--- src/rtl/vga_timing_gen_if.sv ---
// Raster output bundle of the VGA timing generator plus its run enable.
// The generator drives through master; the framebuffer fetch logic and DAC sit on slave.
interface vga_timing_gen_if #(
   parameter int X_W = 10,
   parameter int Y_W = 10
);
   logic           enable;
   logic           hSync;
   logic           vSync;
   logic           bright;
   logic           clk_25Mhz;
   logic           VGA_SYNC_N;
   logic [X_W-1:0] pix_x;
   logic [Y_W-1:0] pix_y;
   logic           pix_tick;
   logic           line_start;
   logic           frame_start;

   modport master (
      input  enable,
      output hSync, vSync, bright, clk_25Mhz, VGA_SYNC_N,
      output pix_x, pix_y, pix_tick, line_start, frame_start
   );

   modport slave (
      output enable,
      input  hSync, vSync, bright, clk_25Mhz, VGA_SYNC_N,
      input  pix_x, pix_y, pix_tick, line_start, frame_start
   );
endinterface

--- src/rtl/vga_timing_gen.sv ---
// Parametrised VGA raster timing generator: pixel strobe/clock from clk, sync,
// blanking, coordinates and line/frame pulses, all registered with zero skew.
module vga_timing_gen #(
   parameter int H_ACTIVE = 640,
   parameter int H_FP     = 16,
   parameter int H_SYNC   = 96,
   parameter int H_BP     = 48,
   parameter int V_ACTIVE = 480,
   parameter int V_FP     = 10,
   parameter int V_SYNC   = 2,
   parameter int V_BP     = 33,
   parameter int CLK_DIV  = 2,
   parameter int HS_POL   = 0,
   parameter int VS_POL   = 0,
   parameter int X_W      = 10,
   parameter int Y_W      = 10
) (
   input  logic           clk,
   input  logic           reset,
   vga_timing_gen_if.master vga
);

   localparam int H_TOTAL = H_ACTIVE + H_FP + H_SYNC + H_BP;
   localparam int V_TOTAL = V_ACTIVE + V_FP + V_SYNC + V_BP;
   localparam int DIV_W   = $clog2(CLK_DIV);

   localparam logic [DIV_W-1:0] DIV_LAST = DIV_W'(CLK_DIV - 1);
   localparam logic [DIV_W-1:0] DIV_HALF = DIV_W'(CLK_DIV / 2);
   localparam logic [X_W-1:0]   H_LAST   = X_W'(H_TOTAL - 1);
   localparam logic [X_W-1:0]   H_VIS    = X_W'(H_ACTIVE);
   localparam logic [X_W-1:0]   HS_START = X_W'(H_ACTIVE + H_FP);
   localparam logic [X_W-1:0]   HS_END   = X_W'(H_ACTIVE + H_FP + H_SYNC);
   localparam logic [Y_W-1:0]   V_LAST   = Y_W'(V_TOTAL - 1);
   localparam logic [Y_W-1:0]   V_VIS    = Y_W'(V_ACTIVE);
   localparam logic [Y_W-1:0]   VS_START = Y_W'(V_ACTIVE + V_FP);
   localparam logic [Y_W-1:0]   VS_END   = Y_W'(V_ACTIVE + V_FP + V_SYNC);
   localparam logic             HS_ON    = (HS_POL != 0);
   localparam logic             VS_ON    = (VS_POL != 0);

   logic [DIV_W-1:0] div_cnt_q, div_cnt_d;
   logic [X_W-1:0]   h_cnt_q,   h_cnt_d;
   logic [Y_W-1:0]   v_cnt_q,   v_cnt_d;
   logic             first_q,   first_d;
   logic             hsync_q,   hsync_d;
   logic             vsync_q,   vsync_d;
   logic             bright_q,  bright_d;
   logic             pclk_q,    pclk_d;
   logic             tick_q,    tick_d;
   logic             line_q,    line_d;
   logic             frame_q,   frame_d;
   logic [X_W-1:0]   pix_x_q,   pix_x_d;
   logic [Y_W-1:0]   pix_y_q,   pix_y_d;
   logic             wrap;

   always_comb begin
      // NOTE: every variable gets a default before any branch, so no path can infer a latch.
      wrap      = (div_cnt_q == DIV_LAST);
      div_cnt_d = wrap ? '0 : div_cnt_q + 1'b1;
      h_cnt_d   = h_cnt_q;
      v_cnt_d   = v_cnt_q;
      first_d   = first_q;
      hsync_d   = hsync_q;
      vsync_d   = vsync_q;
      bright_d  = bright_q;
      pix_x_d   = pix_x_q;
      pix_y_d   = pix_y_q;
      tick_d    = wrap;
      line_d    = 1'b0;
      frame_d   = 1'b0;
      pclk_d    = (div_cnt_d >= DIV_HALF);

      if (wrap) begin
         // The first strobe after a restart presents (0,0) instead of advancing past it.
         if (first_q) begin
            first_d = 1'b0;
         end else if (h_cnt_q == H_LAST) begin
            h_cnt_d = '0;
            v_cnt_d = (v_cnt_q == V_LAST) ? '0 : v_cnt_q + 1'b1;
         end else begin
            h_cnt_d = h_cnt_q + 1'b1;
         end

         bright_d = (h_cnt_d < H_VIS) && (v_cnt_d < V_VIS);
         hsync_d  = (h_cnt_d >= HS_START && h_cnt_d < HS_END) ? HS_ON : ~HS_ON;
         vsync_d  = (v_cnt_d >= VS_START && v_cnt_d < VS_END) ? VS_ON : ~VS_ON;
         pix_x_d  = bright_d ? h_cnt_d : '0;
         pix_y_d  = bright_d ? v_cnt_d : '0;
         line_d   = (h_cnt_d == '0);
         frame_d  = (h_cnt_d == '0) && (v_cnt_d == '0);
      end

      // Disabled behaves exactly like reset, so a restart always begins a fresh frame.
      if (!vga.enable) begin
         div_cnt_d = '0;
         h_cnt_d   = '0;
         v_cnt_d   = '0;
         first_d   = 1'b1;
         hsync_d   = ~HS_ON;
         vsync_d   = ~VS_ON;
         bright_d  = 1'b0;
         pclk_d    = 1'b0;
         tick_d    = 1'b0;
         line_d    = 1'b0;
         frame_d   = 1'b0;
         pix_x_d   = '0;
         pix_y_d   = '0;
      end
   end

   always_ff @(posedge clk or negedge reset) begin
      if (!reset) begin
         div_cnt_q <= '0;
         h_cnt_q   <= '0;
         v_cnt_q   <= '0;
         first_q   <= 1'b1;
         hsync_q   <= ~HS_ON;
         vsync_q   <= ~VS_ON;
         bright_q  <= 1'b0;
         pclk_q    <= 1'b0;
         tick_q    <= 1'b0;
         line_q    <= 1'b0;
         frame_q   <= 1'b0;
         pix_x_q   <= '0;
         pix_y_q   <= '0;
      end else begin
         // NOTE: non-blocking updates make every flop sample pre-edge values, independent of order.
         div_cnt_q <= div_cnt_d;
         h_cnt_q   <= h_cnt_d;
         v_cnt_q   <= v_cnt_d;
         first_q   <= first_d;
         hsync_q   <= hsync_d;
         vsync_q   <= vsync_d;
         bright_q  <= bright_d;
         pclk_q    <= pclk_d;
         tick_q    <= tick_d;
         line_q    <= line_d;
         frame_q   <= frame_d;
         pix_x_q   <= pix_x_d;
         pix_y_q   <= pix_y_d;
      end
   end

   assign vga.hSync       = hsync_q;
   assign vga.vSync       = vsync_q;
   assign vga.bright      = bright_q;
   assign vga.clk_25Mhz   = pclk_q;
   assign vga.VGA_SYNC_N  = 1'b0;
   assign vga.pix_x       = pix_x_q;
   assign vga.pix_y       = pix_y_q;
   assign vga.pix_tick    = tick_q;
   assign vga.line_start  = line_q;
   assign vga.frame_start = frame_q;

endmodule

--- src/flat_wrapper.sv ---
// flat-port wrapper written by rule: the top's interface ports become plain ports
module vga_timing_gen_flat 
#(
   parameter int H_ACTIVE = 640,
   parameter int H_FP     = 16,
   parameter int H_SYNC   = 96,
   parameter int H_BP     = 48,
   parameter int V_ACTIVE = 480,
   parameter int V_FP     = 10,
   parameter int V_SYNC   = 2,
   parameter int V_BP     = 33,
   parameter int CLK_DIV  = 2,
   parameter int HS_POL   = 0,
   parameter int VS_POL   = 0,
   parameter int X_W      = 10,
   parameter int Y_W      = 10
)
  (clk, reset, vga_enable, vga_hSync, vga_vSync, vga_bright, vga_clk_25Mhz, vga_VGA_SYNC_N, vga_pix_x, vga_pix_y, vga_pix_tick, vga_line_start, vga_frame_start);
  vga_timing_gen_if #(.X_W(X_W), .Y_W(Y_W)) vga_i ();
  input  logic clk;
  input  logic reset;
  input wire logic [$bits(vga_i.enable)-1:0] vga_enable;
  output wire logic [$bits(vga_i.hSync)-1:0] vga_hSync;
  output wire logic [$bits(vga_i.vSync)-1:0] vga_vSync;
  output wire logic [$bits(vga_i.bright)-1:0] vga_bright;
  output wire logic [$bits(vga_i.clk_25Mhz)-1:0] vga_clk_25Mhz;
  output wire logic [$bits(vga_i.VGA_SYNC_N)-1:0] vga_VGA_SYNC_N;
  output wire logic [$bits(vga_i.pix_x)-1:0] vga_pix_x;
  output wire logic [$bits(vga_i.pix_y)-1:0] vga_pix_y;
  output wire logic [$bits(vga_i.pix_tick)-1:0] vga_pix_tick;
  output wire logic [$bits(vga_i.line_start)-1:0] vga_line_start;
  output wire logic [$bits(vga_i.frame_start)-1:0] vga_frame_start;
  assign vga_i.enable = vga_enable;
  assign vga_hSync = vga_i.hSync;
  assign vga_vSync = vga_i.vSync;
  assign vga_bright = vga_i.bright;
  assign vga_clk_25Mhz = vga_i.clk_25Mhz;
  assign vga_VGA_SYNC_N = vga_i.VGA_SYNC_N;
  assign vga_pix_x = vga_i.pix_x;
  assign vga_pix_y = vga_i.pix_y;
  assign vga_pix_tick = vga_i.pix_tick;
  assign vga_line_start = vga_i.line_start;
  assign vga_frame_start = vga_i.frame_start;
  vga_timing_gen #(.H_ACTIVE(H_ACTIVE), .H_FP(H_FP), .H_SYNC(H_SYNC), .H_BP(H_BP), .V_ACTIVE(V_ACTIVE), .V_FP(V_FP), .V_SYNC(V_SYNC), .V_BP(V_BP), .CLK_DIV(CLK_DIV), .HS_POL(HS_POL), .VS_POL(VS_POL), .X_W(X_W), .Y_W(Y_W)) u_core (.clk(clk), .reset(reset), .vga(vga_i));
endmodule
--- config.mk ---
export PLATFORM = sky130hd
export DESIGN_NAME = vga_timing_gen_flat
export DESIGN_NICKNAME = d
export VERILOG_FILES = /design/src/rtl/vga_timing_gen_if.sv /design/src/rtl/vga_timing_gen.sv /design/src/flat_wrapper.sv
export SDC_FILE = /design/constraint.sdc
export NUM_CORES = 1
export LEC_CHECK = 0
export ABC_AREA = 1
export CORE_ASPECT_RATIO = 1.75
export CORE_MARGIN = 2
export CORE_UTILIZATION = 26
export DETAILED_ROUTE_END_ITERATION = 7
export GPL_ROUTABILITY_DRIVEN = 0
export PLACE_DENSITY = 0.47
export SKIP_LAST_GASP = 1
export SLEW_MARGIN = 20
export SYNTH_ARGS = -nofsm -noshare
export SYNTH_HDL_FRONTEND = slang
export SYNTH_SLANG_ARGS = --single-unit
export TNS_END_PERCENT = 30
--- constraint.sdc ---
create_clock -name clk -period 4 [get_ports clk]
set_input_delay 0.8 -clock clk [delete_from_list [all_inputs] [get_ports clk]]
set_output_delay 0.8 -clock clk [all_outputs]
set_load 0.02 [all_outputs]
Word-level counts from Yosys, hierarchy flattened
Index checks and enable logic that the tools add are counted.
- bits in registers: 49
- bits in latches: 0
- bits in writable memories: 0
- memory bits (read-only): 0
- logic and storage cells: 67
- memories kept: 0
- add/subtract/negate cells: 3
- $mul: 0
- divide/modulo/power cells: 0
- magnitude comparators: 7
- equal/unequal tests: 3
- shift operators: 0
- multiplexer cells: 35
- bitwise operators: 0
- reductions and logical operators: 6
- operator list (cell ; number):
    $mux 10 ; 17
    $add 10x1->10 const B ; 2
    $eq 10x10->1 const B ; 2
    $logic_not 10->1 ; 2
    $lt 10x10->1 const B ; 2
    $lt 10x9->1 const B ; 2
    $mux 1 ; 18
    $ge 10x10->1 const B ; 1
    $ge 10x9->1 const B ; 1
    $logic_and 1x1->1 ; 4
    $ne 2x1->1 const B ; 1
    $add 1x1->1 const B ; 1
    $ge 1x1->1 const B ; 1

Depth between registers and ports, before layout
- word-level depth: 10
- gate-level depth with buffers: 14
- depth with buffers taken out: 13

Worst setup path before layout
OpenSTA, ideal clock, no wires.
- path type: flip-flop to flip-flop
- start: register u_core.h_cnt_q[0]
- end: register u_core.bright_q, in the netlist u_core.vga.bright
- setup time: 115 ps
- data arrival time: 1713 ps
- data required time: 3885 ps
- path slack: 2172 ps
- stages on the path, launching flop included: 14
- cell sequence: dfrtp_1 -> ha_1 -> nand2_1 -> nor2_4 -> nand2_2 -> nor2_8 -> nand4_1 -> nand2_1 -> nand2_2 -> nor2_4 -> nand2_2 -> buf_6 -> nand3_2 -> nand2_2
- word-level cells in the longest chain between the ends: 8
- elaborated cells on any way between the ends: 13
- classes of those cells: add/sub: 1; order compare: 2; eq/ne: 1; mux: 8; reduce/logical: 1
- RTL lines (item ; line ; text):
    start, declared ; vga_timing_gen.sv:41 ; logic [X_W-1:0] h_cnt_q, h_cnt_d;
    start signal, assigned ; vga_timing_gen.sv:128 ; h_cnt_q <= h_cnt_d;
    $add 10x1->10 or $eq 10x10->1 (tied branches) ; vga_timing_gen.sv:80, vga_timing_gen.sv:76 ;
    $mux 10 ; vga_timing_gen.sv:76 ; end else if (h_cnt_q == H_LAST) begin
    $mux 10 ; vga_timing_gen.sv:74 ; if (first_q) begin
    $mux 10 ; vga_timing_gen.sv:72 ; if (wrap) begin
    $lt 10x10->1 or $lt 10x9->1 (tied branches) ; vga_timing_gen.sv:83 ; bright_d = (h_cnt_d < H_VIS) && (v_cnt_d < V_VIS);
    $logic_and 1x1->1 * ; vga_timing_gen.sv:83 ;
    $mux 1 * ; vga_timing_gen.sv:72 ;
    $mux 1 * ; vga_timing_gen.sv:93 ; if (!vga.enable) begin
    end signal, assigned ; vga_timing_gen.sv:133 ; bright_q <= bright_d;
    end, declared ; vga_timing_gen.sv:46 ; logic bright_q, bright_d;
Mark *: on every way between the ends. The rest lies on a longest branch, timed or not. The select of a mux whose other input is x is not followed.
A chain may end at the register's enable or synchronous reset.

Final worst setup path
- start: input port vga_enable
- end: register u_core.vsync_q, in the netlist u_core.vga.vSync
- word-level cells in the longest chain between the ends: 1
- elaborated cells on any way between the ends: 2
- classes of those cells: eq/ne: 1; mux: 1
- RTL lines (item ; line ; text):
    start, declared ; flat_wrapper.sv:22 ; input wire logic [$bits(vga_i.enable)-1:0] vga_enable;
    $ne 2x1->1 (no line) or $mux 1 (tied branches) ; n/a ;
    end signal, assigned ; vga_timing_gen.sv:117 ; vsync_q <= ~VS_ON;
    end signal, assigned ; vga_timing_gen.sv:132 ; vsync_q <= vsync_d;
    end, declared ; vga_timing_gen.sv:45 ; logic vsync_q, vsync_d;
Parallel ways exist; a longest one is shown, timed or not.

==> impl_results.md <==
- RSZ-0062 raised after global routing: no
- Yosys Warn Count: 0
- Fraction of layout instances using a drive strength above 1: 21.6%
- Congestion Overflow GR: 0
- Row cnt: between 50 and 60
- Top-area cell type share of the netlist area: 37.6%
- Post-CTS Hold Fix Bufs: 0
- Leak pwr: 1.58 nW
- I/O pins: 31
- First-pass GRT wire length: 12,400 microns
- Layout Nets: between 300 and 400
- Clock share of power: 45.8%
- Least-Margin Pin Slew: 0.809 ns
- Worst Hold End: u_core.vga.pix_y[5]
- Yosys reg bits: 48
- Setup WS post-layout: roughly 1.5 ns
- DRT Pass-1 Iters: 4
- DIE HEIGHT: between 100 and 150 microns
- Largest net degree at the start of global routing: 31
- Post-layout util: 31.4%
- Crit. End Element: register
- Worst vdd ir: 0.000196 V
- Max Clock Skew: 0.00709 ns
- Post-detailed-route wirelength per cell: 14.2 microns
- Switching power total: 0.000248 W
- Dpl ws: ~1.2 ns
- Critical Path Start Type: input port
- Post-Syn Area per Cell: 8.12 sq um
- Crit path time final: 2.49 ns
- Number of max-cap violations: 0
- Flop pwr share: between 40% and 50%
- Final hold viol count: 0
- Sequential-to-total area share from yosys stat: 40.2%
- TritonCTS Buffers: 5
- Clk slew on worst S/H paths: approximately 0.070 ns
- Comb pwr share: 6.7%
- Post-cts resize count: 0
- Syn Inst Count: 369
- Syn Std Cell Area: 3000 sq um
- Vias: between 2k and 2.5k
- Worst Hold Launch: u_core.vga.pix_y[5]
- Final period utilization: ~62%
- Area delta synth->final: 17.1%
- Antenna violations before repair: 0
- Global-route usage over all layers: about an eighth
- Arrival time worst endpoint: between 2 and 3 ns
- Maximum buffer depth of the clock tree: 2
- Post-DRT Antenna Nets: 0
- Worst slew margin: 46.0%
- Fin. max-slew vios: 0
- Post-synth top area cell: dfrtp_1
- Pwr per Cell Area: 301 nW/um^2
- I/O Buffers: 29
- DR DRC count: 0
- Most frequent cells in the layout: 92 x nand2_1, 45 x dfrtp_1, 42 x nor2_1
- Core ar.: 11,200 sq um
- R2r worst-path depth: 12
- Fmax: 402 MHz
- Crit Path Class: in2reg
- Final WL: ~7400 microns
- # diodes: 0
- Synth cell types: 35
- Initial cell density of the core: 26.8%
- DIE WIDTH: about 85 microns
- Most common cell after layout, fill and taps aside: nand2_1
- CTS tree: done
- Vias per cell: 4.62
- Setup slack, reg-to-reg: approximately 1.7 ns
- Final setup violation count: 0
- CTS root buf: clkbuf_16
- FF-to-FF End: u_core.vga.pix_x[6]
- Reg-to-reg critical path startpoint: u_core.h_cnt_q[0]
- Worst hold stages: 2
- # Post-CTS Setup Buffers: 0
- Internal power: 0.000807 W
- Ranking of synthesized cells by area: dfrtp_1 38%, nand2_1 12%, nand3_2 8.0%
- Switching share of total power: a little under a quarter
- Critical path required time: approximately 4.2 ns
- Final setup TNS: 0 ns
- Vias in the first global route: 2,483
- Clk sink count: 48
- Hold Slack: 0.491 ns
- Detailed Place HPWL: 5680 microns
- H-tree depth: 2
- Status: completed
- Initial DRC count: 101
- Die ar.: around 12,000 sq um
- Worst Hold Class: reg2reg
- Clk_lat worst skew: between 0.2 and 0.3 ns
- Post-Syn Nets: 375
- Worst Path Max Fanout: 24
## flip-flops by register name, indices dropped and copies added (netlist names), 10 cells and up
register / count
u_core.vga.pix_y: 10
u_core.vga.pix_x: 10
u_core.v_cnt_q: 10
u_core.h_cnt_q: 10
## power groups by stage
stage / Combinational [W] / Sequential (W) / Clock (W)
finish: 0.0000710 / 0.000501 / 0.000484
global route: 0.0000790 / 0.000501 / 0.000510
CTS: 0.0000725 / 0.000501 / 0.000496
detailed placement: 0.0000725 / 0.000510 / 0
global placement: 0.0000714 / 0.000510 / 0
floorplan: 0.0000406 / 0.000511 / 0
## critical path, stage by stage
cell and delay, ns:
clkdlybuf4s50_1 0.49, inv_1 0.08, nor2_1 0.04, buf_4 0.21, inv_1 0.62, nand3_1 0.14, nor2_1 0.12, nand2_1 0.06
nor2_1 0.09, nor2_1 0.04
## through the flow
step | area, sq um | power, W | instances
6_report | 3510 | 0.00106 | 526
5_1_grt | 3510 | 0.00109 | 526
4_1_cts | 3510 | 0.00107 | 526
3_5_place_dp | 3340 | 0.000582 | 518
3_3_place_gp | 3340 | 0.000582 | 518
2_1_floorplan | 3000 | 0.000551 | 369
## cell usage after synthesis, drive strengths merged
library cell and n:
xor2 2, a21oi 1, dfstp 3, o22ai 19, o21ai 11, dfrtp 45, conb 1, ha 3
nand3 39, o21bai 1, o31ai 1, nand4 10, nor2 50, inv 39, clkbuf 8, buf 7
nand2 123, nor3 5, clkinv 1
## cell families after synthesis
family	Yosys count	synth area share, %
AND/OR/NAND/NOR	227	41.5
buffers and inverters	55	9.61
flip-flops	48	40.2
AO/OA/AOI/OAI	33	6.47
adder cells (fa/ha/maj)	3	1.25
XOR/XNOR	2	0.836
other	1	0.125
## worst max path at each step
stage | from | endpoint | slack, ns | cells past startpoint
6_report | vga_enable | u_core.vga.vSync | 1.51 | 10
3_5_place_dp | vga_enable | u_core.vga.vSync | 1.21 | 10
5_1_grt | vga_enable | u_core.vga.vSync | 1.35 | 10
4_1_cts | vga_enable | u_core.vga.vSync | 1.51 | 10
3_3_place_gp | vga_enable | u_core.vga.vSync | 1.23 | 10
2_1_floorplan | u_core.h_cnt_q[0] | u_core.vga.bright | 2.17 | 13
## area by class of cell
cell class / instances / area (sq um)
well taps: 132 / 165
repair buffers: 32 / 308
clock inverters: 2 / 35.0
fillers: 1178 / 7660
clock buffers: 6 / 129
multi-input cells: 266 / 1500
flip-flops and latches: 48 / 1200
inverters: 40 / 163
## metal layers
layer / share of wire, % / up-vias / GRT usage, %
met5: 0 / - / 0
met4: 2.0 / 0 / 4.76
met3: 1.7 / 9 / 0.908
met2: 55 / 38 / 23.6
met1: 41 / 1153 / 14.0
li1: - / 1229 / -
(Power assumes the default switching activity.)
